File: src/rtl/decrypt_message_fsm.sv
// RC4 PRGA stage: steps i/j through S RAM, swaps S[i]/S[j], XORs S[S[i]+S[j]] with encrypted ROM into plaintext RAM.
// Optional DECRYPT_ASCII_CHECK_EN stops on the first byte outside lowercase/space and raises key_invalid.
module decrypt_message_fsm #(
    parameter int data_width       = 8,
    parameter int s_ram_addr_width = 8,
    parameter int msg_addr_width   = 5,
    parameter int msg_length       = 32
) (
    input  logic                        clk,
    input  logic                        rst,
    input  logic                        decrypt_start,
    output logic                        decrypt_finish,
    output logic                        s_ram_access_request,
    input  logic                        s_ram_access_granted,
    output logic [s_ram_addr_width-1:0] s_ram_addr,
    output logic [data_width-1:0]       s_ram_data,
    output logic                        s_ram_wren,
    input  logic [data_width-1:0]       s_ram_q,
    output logic [msg_addr_width-1:0]   enc_rom_addr,
    input  logic [data_width-1:0]       enc_rom_q,
    output logic [msg_addr_width-1:0]   dec_ram_addr,
    output logic [data_width-1:0]       dec_ram_data,
    output logic                        dec_ram_wren,
    output logic                        key_invalid
);

    typedef enum logic [3:0] {
        IDLE, REQ, INIT, INC_I, RD_SI, WAIT_SI, ADD_J, RD_SJ, WAIT_SJ,
        WR_SI, WR_SJ, RD_F, WAIT_F, WR_DEC, FINISH
    } state_t;

    localparam logic [msg_addr_width-1:0] K_LAST = msg_addr_width'(msg_length - 1);

    state_t                      state, state_nxt;
    logic [s_ram_addr_width-1:0] i, j;
    logic [msg_addr_width-1:0]   k;
    logic [data_width-1:0]       si, sj, f, enc;
    logic [data_width-1:0]       plain;
    logic                        byte_ok;

    assign plain = f ^ enc;

`ifdef DECRYPT_ASCII_CHECK_EN
    logic kinv;

    assign byte_ok = (plain >= data_width'(8'h61) && plain <= data_width'(8'h7A)) ||
                     (plain == data_width'(8'h20));

    always_ff @(posedge clk) begin
        if (rst)
            kinv <= 1'b0;
        else if (state == INIT)
            kinv <= 1'b0;
        else if (state == WR_DEC && !byte_ok)
            kinv <= 1'b1;
    end

    assign key_invalid = kinv;
`else
    assign byte_ok     = 1'b1;
    assign key_invalid = 1'b0;
`endif

    always_ff @(posedge clk) begin
        if (rst)
            state <= IDLE;
        else
            state <= state_nxt;
    end

    // Read data is captured at the end of each WAIT_x, two cycles after the address is presented.
    always_ff @(posedge clk) begin
        if (rst) begin
            i   <= '0;
            j   <= '0;
            k   <= '0;
            si  <= '0;
            sj  <= '0;
            f   <= '0;
            enc <= '0;
        end else begin
            case (state)
                INIT: begin
                    i <= '0;
                    j <= '0;
                    k <= '0;
                end
                INC_I:   i  <= i + 1'b1;
                WAIT_SI: si <= s_ram_q;
                ADD_J:   j  <= j + s_ram_addr_width'(si);
                WAIT_SJ: sj <= s_ram_q;
                WAIT_F: begin
                    f   <= s_ram_q;
                    enc <= enc_rom_q;
                end
                WR_DEC:  if (state_nxt == INC_I) k <= k + 1'b1;
                default: ;
            endcase
        end
    end

    always_comb begin
        state_nxt            = state;
        decrypt_finish       = 1'b0;
        s_ram_access_request = 1'b0;
        s_ram_addr           = '0;
        s_ram_data           = '0;
        s_ram_wren           = 1'b0;
        enc_rom_addr         = '0;
        dec_ram_addr         = '0;
        dec_ram_data         = '0;
        dec_ram_wren         = 1'b0;

        case (state)
            IDLE: if (decrypt_start) state_nxt = REQ;
            REQ: begin
                s_ram_access_request = 1'b1;
                if (s_ram_access_granted) state_nxt = INIT;
            end
            INIT: begin
                s_ram_access_request = 1'b1;
                state_nxt            = INC_I;
            end
            INC_I: begin
                s_ram_access_request = 1'b1;
                state_nxt            = RD_SI;
            end
            RD_SI, WAIT_SI: begin
                s_ram_access_request = 1'b1;
                s_ram_addr           = i;
                state_nxt            = (state == RD_SI) ? WAIT_SI : ADD_J;
            end
            ADD_J: begin
                s_ram_access_request = 1'b1;
                state_nxt            = RD_SJ;
            end
            RD_SJ, WAIT_SJ: begin
                s_ram_access_request = 1'b1;
                s_ram_addr           = j;
                state_nxt            = (state == RD_SJ) ? WAIT_SJ : WR_SI;
            end
            WR_SI: begin
                s_ram_access_request = 1'b1;
                s_ram_addr           = i;
                s_ram_data           = sj;
                s_ram_wren           = 1'b1;
                state_nxt            = WR_SJ;
            end
            WR_SJ: begin
                s_ram_access_request = 1'b1;
                s_ram_addr           = j;
                s_ram_data           = si;
                s_ram_wren           = 1'b1;
                state_nxt            = RD_F;
            end
            RD_F, WAIT_F: begin
                s_ram_access_request = 1'b1;
                s_ram_addr           = s_ram_addr_width'(si) + s_ram_addr_width'(sj);
                enc_rom_addr         = k;
                state_nxt            = (state == RD_F) ? WAIT_F : WR_DEC;
            end
            WR_DEC: begin
                s_ram_access_request = 1'b1;
                dec_ram_addr         = k;
                dec_ram_data         = plain;
                dec_ram_wren         = 1'b1;
                state_nxt            = (k == K_LAST || !byte_ok) ? FINISH : INC_I;
            end
            FINISH: begin
                decrypt_finish = 1'b1;
                if (!decrypt_start) state_nxt = IDLE;
            end
            default: state_nxt = IDLE;
        endcase
    end

endmodule
File: config.mk
export PLATFORM = sky130hd
export DESIGN_NAME = decrypt_message_fsm
export DESIGN_NICKNAME = d
export VERILOG_FILES = /design/src/rtl/decrypt_message_fsm.sv
export SDC_FILE = /design/constraint.sdc
export NUM_CORES = 1
export LEC_CHECK = 0
export CAP_MARGIN = 0
export CORE_ASPECT_RATIO = 0.7
export CORE_MARGIN = 1
export CORE_UTILIZATION = 30
export CTS_BUF_LIST = sky130_fd_sc_hd__clkbuf_2
export DETAILED_ROUTE_END_ITERATION = 7
export DONT_BUFFER_PORTS = 1
export PLACE_DENSITY_LB_ADDON = 0.05
export SLEW_MARGIN = 20
export SYNTH_ARGS = -nofsm -noshare
export SYNTH_HDL_FRONTEND = slang
export SYNTH_SLANG_ARGS = --single-unit
File: constraint.sdc
create_clock -name clk -period 2.5 [get_ports clk]
set_clock_uncertainty 0.1 [all_clocks]
set_input_delay 0.375 -clock clk [delete_from_list [all_inputs] [get_ports clk]]
set_output_delay 0.375 -clock clk [all_outputs]
set_load 0.05 [all_outputs]
Word level (Yosys, flattened, before mapping):

Index checks and enable logic that the tools add are counted.

* register bits: 57
* latch bits: 0
* memory bits (writable): 0
* bits in read-only memories: 0
* input port bits: 20
* output and inout port bits: 39
* memories: 0

* add/subtract/negate cells: 4
* multipliers: 0
* divide/modulo/power cells: 0
* order comparisons: 0
* equality and inequality tests: 17
* shift-type cells: 0
* muxes and demuxes: 21
* bitwise logic cells: 1
* reductions and logical operators: 12

Operators by type and width (count)
* $pmux 4 s12: 1
* $pmux 8 s2: 3
* $eq 4x4->1 const B: 7
* $pmux 8 s3: 1
* $add 8x8->8: 2
* $eq 4x3->1 const B: 4
* $mux 4: 4
* $mux 5: 3
* $reduce_or 13->1: 1
* $eq 4x2->1 const B: 3
* $pmux 5 s2: 1
* $add 8x1->8 const B: 1
* $mux 8: 1
* $reduce_or 2->1: 4
* $xor 8x8->8: 1
* $mux 1: 6
* $reduce_bool 2->1: 3
* $reduce_or 3->1: 2
* $add 5x1->5 const B: 1
* $eq 5x5->1 const B: 1
* $eq 4x1->1 const B: 1
* $logic_not 4->1: 1
* $mux 2: 1
* $ne 2x2->1 const B: 1
* $reduce_and 2->1: 1

Depth between registers and ports, before layout:

Gate-level depths: netlist (run 1).

* depth in word-level cells: 6
* mapped depth: 9
* depth with buffers taken out: 9

Least setup slack after synthesis (run 1):

No wires, ideal clock.

* kind: flip-flop to output port
* start: reg si[0]
* end: out s_ram_addr[6]
* arrival: 2.713 ns
* required time: 2.025 ns
* setup slack: -0.688 ns
* stages on the path, launching flop included: 10
* buffers on the path: 0
* cells stage by stage: dfxtp_1 ha_1 inv_1 fa_1 nor2b_1 o21ai_0 a21boi_1 o21a_1 nor3_1 o31ai_1

* longest elaborated chain between the ends: 2

RTL lines
* start, declared: RTL line 37 `logic [data_width-1:0] si, sj, f, enc;`
* start signal, assigned: RTL line 89 `WAIT_SI: si <= s_ram_q;`
* $add 8x8->8: RTL line 158 `s_ram_addr = s_ram_addr_width'(si) + s_ram_addr_width'(sj);`
* $pmux 8 s3: RTL line 114 `case (state)`
* end, declared: RTL line 15 `output logic [s_ram_addr_width-1:0] s_ram_addr,`

Every way passes these cells.

Worst setup path in the final report (run 1):

Ends and elaborated chain as after synthesis.

==> results of run 1 <==
## cell usage after synthesis, types with 7 or more instances
cell	instances	area [µm²]
xor2_1	7	61.3
nand2_1	82	308
a22oi_1	17	128
buf_2	9	45.0
o21ai_0	13	65.1
inv_1	9	33.8
ha_1	17	213
clkbuf_1	14	52.6
a21oi_1	56	280
xnor2_1	14	123
nand3_1	8	40.0
nor2_1	49	184
and3_1	15	93.8
dfxtp_1	57	1140
## metal layers
layer | wire, µm | GRT usage (%)
met5 | 0 | 0
met4 | 103 | 4.46
met3 | 496 | 4.52
met2 | 4070 | 26.8
met1 | 5250 | 25.6
## flip-flops by register name, indices dropped and copies added (netlist names)
register  cells
enc           8
f             8
i             8
j             8
k             5
si            8
sj            8
state         4
## repair_timing
item | CTS | global route
gates resized for setup | 42 | 34
endpoints found under the hold margin | 53 | 0
gates cloned | 1 | 0
setup buffers | 7 | 6
hold buffers | 20 | 0
endpoints found under the setup margin | 25 | 29
pin swaps | 10 | 8
## cells by family after synthesis
logic type	synth area share, %
xor gates and xnor gates	5.56
adders and majority gates	7.65
other	0.113
buffers and inverters	4.43
and+or+nand+nor	25.9
DFF	34.5
AOI/OAI and AO/OA	21.8
## power by group
group          leakage, nW  total [mW]  internal (mW)  switching, mW
registers            0.465       0.921          0.913        0.00820
clock network       0.0538       0.465          0.111          0.354
logic                 1.22       0.197         0.0811          0.116
## worst max-delay path: stages (launching register included)
cell	delay, ps
dfxtp_2	390
ha_4	150
inv_2	30
fa_2	350
nor2b_2	130
o21ai_2	70
a21boi_2	160
o21a_1	160
nor3_1	60
o31ai_2	210
buf_6	190
## area by class of cell
class,count,share of cell area (%)
multi-input combinational,349,48.9
tap,148,4.10
clock buffer,9,0.996
timing repair buffer,86,19.0
clock inverter,6,0.581
inverter,9,0.747
sequential,57,25.7
## worst paths after layout
| kind | end | slack, ps |
|---|---|---|
| setup / recovery | s_ram_addr[6] | -380 |
| hold / removal | sj[1]$_SDFFE_PP0P_ | 70 |
| setup reg to reg | j[6]$_SDFFE_PP0P_ | 240 |
| hold reg to reg | enc[6]$_SDFFE_PP0P_ | 380 |
==> results.sh, run 1 <==
export IMPL_timing_rr_start="si[0]$_SDFFE_PP0P_"
export IMPL_grt_antenna_before_repair=0
export IMPL_tns_ps=-1180
export IMPL_slew_violations=0
export IMPL_relSlewSlack_pct=56.4
export IMPL_gr_total_overflow=0
export IMPL_ys_types=46
export IMPL_synthesis_nets=478
export IMPL_drtIter0Drc=152
export IMPL_worst_ep_required_time_ps=2030
export IMPL_fp_dieArea_um2=11400
export IMPL_grt_use_total_pct=17.9
export IMPL_num_rows=31
export IMPL_postLayoutCoreUtil_pct=43.0
export IMPL_num_antenna_cells=0
export IMPL_outcome="finished with violations"
export IMPL_portBuffers=0
export IMPL_ys_seq_area_share_pct=34.5
export IMPL_min_delay_start="rst"
export IMPL_die_h_um=89.8
export IMPL_min_path_cells=2
export IMPL_synth_seq_cells=57
export IMPL_most_common_layout_cells="nand2_1, a21oi_1, dfxtp_1"
export IMPL_hold_ws_ps=67.1
export IMPL_crit_path_start_kind="flip-flop"
export IMPL_syn_avg_cell_area_um2=7.53
export IMPL_netlist_instances=439
export IMPL_ys_warnings_count=0
export IMPL_async_reset_ff_share_pct=0
export IMPL_ant_nets=0
export IMPL_final_common_cell="nand2_1"
export IMPL_viasPerCell=4.92
export IMPL_die_w_um=127
export IMPL_violations="setup timing"
export IMPL_synth_edf_count=0
export IMPL_finalWorstSetupSlack_ps=-382
export IMPL_end_kind="primary output"
export IMPL_start_util_pct=31.4
export IMPL_drive_gt1_share_pct=26.0
export IMPL_synthesis_area_um2=3310
export IMPL_cp_startpoint="si[0]$_SDFFE_PP0P_"
export IMPL_cts_buffers=9
export IMPL_clock_sinks=57
export IMPL_multiInputGateArea_um2=2210
export IMPL_hold_viol_final=0
export IMPL_dp_hpwl_um=6950
export IMPL_tightest_slew_ps=651
export IMPL_post_place_cells=617
export IMPL_drv_cap=0
export IMPL_preCtsSetupSlack_ps=-18.2
export IMPL_p_leak_nw=1.74
export IMPL_area_growth_pct=36.8
export IMPL_core_um2=10500
export IMPL_max_clock_freq_mhz=347
export IMPL_drcViolationCount=0
export IMPL_grt_max_degree=51
export IMPL_gp_congestion=0.798
export IMPL_seq_area_um2=1160
export IMPL_dpl_cell_area_um2=3880
export IMPL_finalInstanceArea_um2=4520
export IMPL_vdd_drop_max_v=0.000159
export IMPL_routed_wirelength_um=9930
export IMPL_cts_tree="yes"
export IMPL_grt_pass1_vias=3139
export IMPL_clk_pin_slew_worst_paths_ps=180
export IMPL_period_share_pct=115
export IMPL_fin_cells=664
export IMPL_finalCriticalPeriod_ps=2880
export IMPL_setup_violations=6
export IMPL_clock_latency_ps=510
export IMPL_yosys_most_used_dff="dfxtp_1"
export IMPL_clock_path_buffers=2
export IMPL_worstSetupPathType="reg2out"
export IMPL_crit_arrival_ps=2410
export IMPL_grt_pass1_wl_um=16000
export IMPL_cts_htree_levels=3
export IMPL_power_density_nw_per_um2=350
export IMPL_avgRoutedWirePerCell_um=14.9
export IMPL_firstDrtPassIters=4
export IMPL_rsz0062_at_grt="true"
export IMPL_r2r_cells=9
export IMPL_finalPower_mw=1.58
export IMPL_hp_class="in2reg"
export IMPL_num_vias=3267
export IMPL_cts_root_buf="clkbuf_2"
export IMPL_fill_cells=1101
export IMPL_nNetsFinal=551
export IMPL_io_pins=59
export IMPL_crit_fanout=2
Note: power is estimated with default switching activity, not from simulation.
==> run 2, diff against run 1 <==
ABC_AREA = 1   (was unset)
==> results.sh, run 2 <==
export IMPL_p_leak_nw=1.92
export IMPL_power_density_nw_per_um2=374
export IMPL_fp_dieArea_um2=11700
export IMPL_ys_warnings_count=0
export IMPL_seq_power_share_pct=54.8
export IMPL_dr_wl_met2_um=4490
export IMPL_synth_seq_cells=57
export IMPL_synth_most_common_cell="nor2_1"
export IMPL_grt_pass1_vias=3234
export IMPL_cts_buffers=9
export IMPL_yosys_most_used_dff="dfxtp_1"
export IMPL_hold_viol_final=0
export IMPL_swShare_pct=29.9
export IMPL_area_growth_pct=34.3
export IMPL_synthesis_nets=541
export IMPL_drtIter0Drc=213
export IMPL_crit_fanout=3
export IMPL_async_reset_ff_share_pct=0
export IMPL_top_layer="met4"
export IMPL_worstSetupPathType="reg2out"
export IMPL_most_common_layout_cells="nor2_1, nand2_1, inv_1"
export IMPL_p_comb_share_pct=10.3
export IMPL_net_switching_power_mw=0.509
export IMPL_crit_path_start_kind="flip-flop"
export IMPL_outcome="finished with violations"
export IMPL_setup_violations=3
export IMPL_hp_class="in2reg"
export IMPL_worst_ep_required_time_ps=2030
export IMPL_grt_antenna_before_repair=0
export IMPL_ys_types=32
export IMPL_die_w_um=129
export IMPL_min_delay_start="s_ram_access_granted"
export IMPL_max_clock_freq_mhz=391
export IMPL_relSlewSlack_pct=42.0
export IMPL_io_pins=59
export IMPL_syn_avg_cell_area_um2=6.75
export IMPL_wl_met3_um=508
export IMPL_core_um2=11000
export IMPL_synth_area_leader_cell="dfxtp_1"
export IMPL_drcViolationCount=0
export IMPL_slew_violations=0
export IMPL_cts_htree_levels=3
export IMPL_num_antenna_cells=0
export IMPL_p_int_mw=1.19
export IMPL_synthesis_area_um2=3390
export IMPL_timing_rr_start="si[0]$_SDFFE_PP0P_"
export IMPL_ant_nets=0
export IMPL_cp_startpoint="si[0]$_SDFFE_PP0P_"
export IMPL_hold_ws_ps=64.3
export IMPL_clock_path_buffers=2
export IMPL_vdd_drop_max_v=0.000204
export IMPL_period_share_pct=102
export IMPL_tightest_slew_ps=867
export IMPL_final_common_cell="nor2_1"
export IMPL_num_vias=3500
export IMPL_portBuffers=0
export IMPL_nNetsFinal=614
export IMPL_clk_pin_slew_worst_paths_ps=180
export IMPL_viasPerCell=4.77
export IMPL_die_h_um=90.9
export IMPL_ys_seq_area_share_pct=33.7
export IMPL_synth_top_area_share_pct=33.7
export IMPL_m1WireLength_um=5250
export IMPL_finalCriticalPeriod_ps=2560
export IMPL_rsz0062_at_grt="true"
export IMPL_yosys_top_cells_count="nor2_1, nand2_1, inv_1, dfxtp_1, o21ai_0"
export IMPL_tns_ps=-90.9
export IMPL_finalWorstSetupSlack_ps=-58.7
export IMPL_end_kind="primary output"
export IMPL_grt_max_degree=26
export IMPL_cts_root_buf="clkbuf_2"
export IMPL_gp_congestion=0.802
export IMPL_synth_edf_count=0
export IMPL_clock_latency_ps=490
export IMPL_gr_total_overflow=0
export IMPL_violations="setup timing"
export IMPL_crit_arrival_ps=2080
export IMPL_clock_sinks=57
export IMPL_routed_wirelength_um=10300
export IMPL_power_frac_clock_pct=34.9
export IMPL_firstDrtPassIters=4
export IMPL_drv_cap=0
export IMPL_fill_cells=1147
export IMPL_netlist_instances=502
export IMPL_drive_gt1_share_pct=25.7
export IMPL_avgRoutedWirePerCell_um=14.1
export IMPL_grt_pass1_wl_um=16600
export IMPL_synth_area_leaders="dfxtp_1, nor2_1, nand2_1"
export IMPL_dp_hpwl_um=7560
export IMPL_finalPower_mw=1.70
export IMPL_cts_tree="yes"
export IMPL_grt_use_total_pct=18.3
export IMPL_start_util_pct=30.8
export IMPL_num_rows=32
## run 2: cell types whose count changed after synthesis, moves of 7 or more
cell     change
a22oi_1     -17
o21ai_0     +33
nor2_1      +44
and3_1      -14
a32o_1       +7
nand3_1     +24
a21oi_1     -24
inv_1       +50
buf_2        -9
## run 2: power by group through the flow
stage / registers [mW] / clock network (mW) / logic, mW
finish: 0.933 / 0.595 / 0.175
global route: 0.935 / 0.669 / 0.193
CTS: 0.936 / 0.624 / 0.165
detailed placement: 0.952 / 0 / 0.127
global placement: 0.952 / 0 / 0.127
floorplan: 0.949 / 0 / 0.104
## run 2: final timing paths
path	slack (ps)	end	cells after the start
max	-60	s_ram_addr[4]	11
min	60	state[1]$_SDFF_PP0_	3
max reg2reg	640	j[2]$_SDFFE_PP0P_	6
min reg2reg	400	i[7]$_SDFFE_PP0P_	2
## run 2: kinds of logic (layout without fill, tap and decap cells)
| logic type | after synthesis | after routing | share of synthesized area [%] |
|---|---|---|---|
| AO/OA/AOI/OAI | 99 | 99 | 16.9 |
| AND/OR/NAND/NOR | 242 | 242 | 30.6 |
| adder cells (fa/ha/maj) | 19 | 19 | 7.46 |
| XOR/XNOR | 11 | 11 | 2.84 |
| buffers and inverters | 73 | 151 | 8.42 |
| other | 1 | 1 | 0.111 |
| flip-flops | 57 | 57 | 33.7 |
## run 2: layout make-up
type / instances / area, µm² / share of cell area, %
Multi-Input combinational cell: 372 / 2190 / 48.2
Sequential cell: 57 / 1180 / 26.0
Timing Repair Buffer: 72 / 636 / 14.0
Inverter: 63 / 241 / 5.31
Tap cell: 153 / 191 / 4.21
Clock inverter: 7 / 61.3 / 1.35
Clock buffer: 9 / 45.0 / 0.990
## run 2: repair_timing
item | in CTS | in global routing
pin swaps | 6 | 19
buffers inserted | 3 | 10
endpoints found under the hold margin | 51 | 0
gates resized for setup | 48 | 42
setup endpoints to repair | 10 | 9
hold buffers | 18 | 0
## run 2: per-layer routing
metal  vias to the layer above  GRT usage [%]
met5                         -              0
met1                      1639           26.2
met3                         6           4.74
met2                        63           27.3
met4                         0           4.12
li1                       1792              -
## run 2: worst max-delay path: stages, from the launching register on
cell	delay, ps
dfxtp_4	400
ha_4	140
inv_2	30
fa_2	330
inv_2	80
nand2_2	50
a21oi_2	140
nor2_1	50
nand2_1	60
nand3_2	70
nand3_2	80
buf_8	140
## run 2: metrics by stage
step	utilization (%)	std cells	setup slack, ps	cell area, µm²
after floorplan	-	502	215	3390
after global placement	35.0	686	267	3850
after detailed placement	35.0	686	212	3850
after CTS	39.4	723	-108	4340
after global routing	41.3	733	-219	4550
final	41.3	733	-58.7	4550
==> run 3, diff against run 2 <==
REMOVE_ABC_BUFFERS = 1   (was unset)
==> results.sh, run 3 (synthesized netlist as in run 2, its figures left out) <==
export IMPL_crit_path_start_kind="flip-flop"
export IMPL_tightest_slew_ps=845
export IMPL_hold_viol_final=0
export IMPL_seq_power_share_pct=46.9
export IMPL_finalPower_mw=1.99
export IMPL_dr_wl_met2_um=4030
export IMPL_grt_use_total_pct=18.3
export IMPL_area_growth_pct=33.7
export IMPL_drtIter0Drc=212
export IMPL_gp_congestion=0.864
export IMPL_hp_class="in2reg"
export IMPL_cts_root_buf="clkbuf_2"
export IMPL_top_layer="met4"
export IMPL_most_common_layout_cells="nor2_1, nand2_1, inv_1"
export IMPL_crit_arrival_ps=2070
export IMPL_num_antenna_cells=0
export IMPL_p_leak_nw=1.92
export IMPL_rsz0062_at_grt="true"
export IMPL_m1WireLength_um=5530
export IMPL_cpMaxStageDelayCell="dfxtp_2"
export IMPL_drive_gt1_share_pct=23.5
export IMPL_ant_nets=0
export IMPL_viasPerCell=4.74
export IMPL_max_clock_freq_mhz=393
export IMPL_finalWorstSetupSlack_ps=-47.2
export IMPL_portBuffers=0
export IMPL_routed_wirelength_um=10100
export IMPL_net_switching_power_mw=0.496
export IMPL_grt_antenna_before_repair=1
export IMPL_clk_pin_slew_worst_paths_ps=170
export IMPL_slew_violations=0
export IMPL_wl_met3_um=506
export IMPL_grt_max_degree=29
export IMPL_grt_pass1_wl_um=16400
export IMPL_setup_violations=1
export IMPL_cpLargestDelayFamily="adder cells"
export IMPL_dpl_cell_area_um2=3850
export IMPL_num_vias=3463
export IMPL_cts_buffers=9
export IMPL_clock_sinks=57
export IMPL_finalCriticalPeriod_ps=2550
export IMPL_start_util_pct=30.8
export IMPL_gr_total_overflow=0
export IMPL_p_comb_share_pct=8.4
export IMPL_io_pins=59
export IMPL_swShare_pct=24.9
export IMPL_crit_fanout=3
export IMPL_worst_ep_required_time_ps=2030
export IMPL_firstDrtPassIters=4
export IMPL_final_common_cell="nor2_1"
export IMPL_die_h_um=90.9
export IMPL_die_w_um=129
export IMPL_finalInstanceArea_um2=4530
export IMPL_cp_buffers_inverters=4
export IMPL_grt_pass1_vias=3185
export IMPL_outcome="finished with violations"
export IMPL_crit_chain="ha_4, inv_2, fa_2, inv_2, buf_4, nand4_1, nand3_1, nand2_1, nand3_2, nand3_2, buf_8"
export IMPL_vdd_drop_max_v=0.000235
export IMPL_num_rows=32
export IMPL_cts_tree="yes"
export IMPL_nNetsFinal=612
export IMPL_drv_cap=0
export IMPL_relSlewSlack_pct=43.5
export IMPL_dp_hpwl_um=7550
export IMPL_clock_path_buffers=2
export IMPL_power_frac_clock_pct=44.7
export IMPL_p_int_mw=1.49
export IMPL_core_um2=11000
export IMPL_drcViolationCount=0
export IMPL_critical_path_max_stage_delay_ps=380
export IMPL_avgRoutedWirePerCell_um=13.8
export IMPL_clock_latency_ps=470
export IMPL_fp_dieArea_um2=11700
export IMPL_cts_htree_levels=3
export IMPL_end_kind="primary output"
export IMPL_violations="setup timing"
export IMPL_worstSetupPathType="reg2out"
export IMPL_period_share_pct=102
export IMPL_power_density_nw_per_um2=439
==> run 3: cell count changes in the layout (fill, tap and decap cells not counted), moves of 2 or more <==
cell and change:
bufinv_16 +3, o21ai_0 +2, dfxtp_2 +5, nand2_2 -6
nand3_2 -4, dfxtp_1 -3, buf_8 -2, nand3_1 +4
clkinv_2 -3, dfxtp_4 -2, nand2_1 +6, inv_4 -2
==> run 3: timing repair <==
action                                  in CTS  in global routing
gates resized for setup                     44                 27
pin swaps                                    5                  7
endpoints found under the setup margin      10                 11
endpoints found under the hold margin       51                  0
hold buffers                                18                  0
setup buffers                                3                  8
==> run 3: power groups by stage <==
stage	Combinational (mW)	Clock, mW	Sequential (mW)
global placement	0.127	0	0.952
floorplan	0.0979	0	0.949
CTS	0.166	0.931	0.936
finish	0.168	0.889	0.933
detailed placement	0.127	0	0.952
global route	0.188	0.967	0.936
==> run 3: metrics by stage <==
| step | instances | TNS [ps] | util [%] | worst slack, ps | hold WS, ps |
|---|---|---|---|---|---|
| after floorplan | 492 | -93.9 | - | -93.9 | 344 |
| after global placement | 686 | 0 | 35.0 | 268 | 348 |
| after detailed placement | 686 | 0 | 35.0 | 256 | 350 |
| after CTS | 723 | -156 | 39.9 | -119 | 20.3 |
| after global routing | 731 | -742 | 41.1 | -223 | 33.8 |
| final | 731 | -47.2 | 41.1 | -47.2 | 86.5 |
==> run 3: final cells by class <==
type | count | area [µm²]
Inverter | 63 | 240
Clock buffer | 9 | 45.0
Clock inverter | 7 | 133
Multi-Input combinational cell | 372 | 2130
Timing Repair Buffer | 70 | 606
Sequential cell | 57 | 1180
Tap cell | 153 | 191
Fill cell | 1206 | 6480
==> run 3: path summary, 6_finish.rpt <==
kind	end	start	cells after the start	slack, ps
hold reg to reg	k[0]$_SDFFE_PP0P_	k[0]$_SDFFE_PP0P_	2	400
hold / removal	state[0]$_SDFF_PP0_	decrypt_start	3	90
setup reg to reg	j[3]$_SDFFE_PP0P_	si[2]$_SDFFE_PP0P_	7	650
setup / recovery	s_ram_addr[6]	sj[0]$_SDFFE_PP0P_	11	-50
==> run 3: tightest hold or removal path, delay by kind of cell <==
| kind | cells | cell delay [ps] |
|---|---|---|
| simple gates | 2 | 200 |
| compound gates | 1 | 60 |
==> run 3: per-layer routing <==
metal / vias to the layer above / track usage, %
met4: 0 / 4.12
met1: 1607 / 27.3
li1: 1788 / -
met3: 2 / 4.92
met2: 66 / 25.5
met5: - / 0
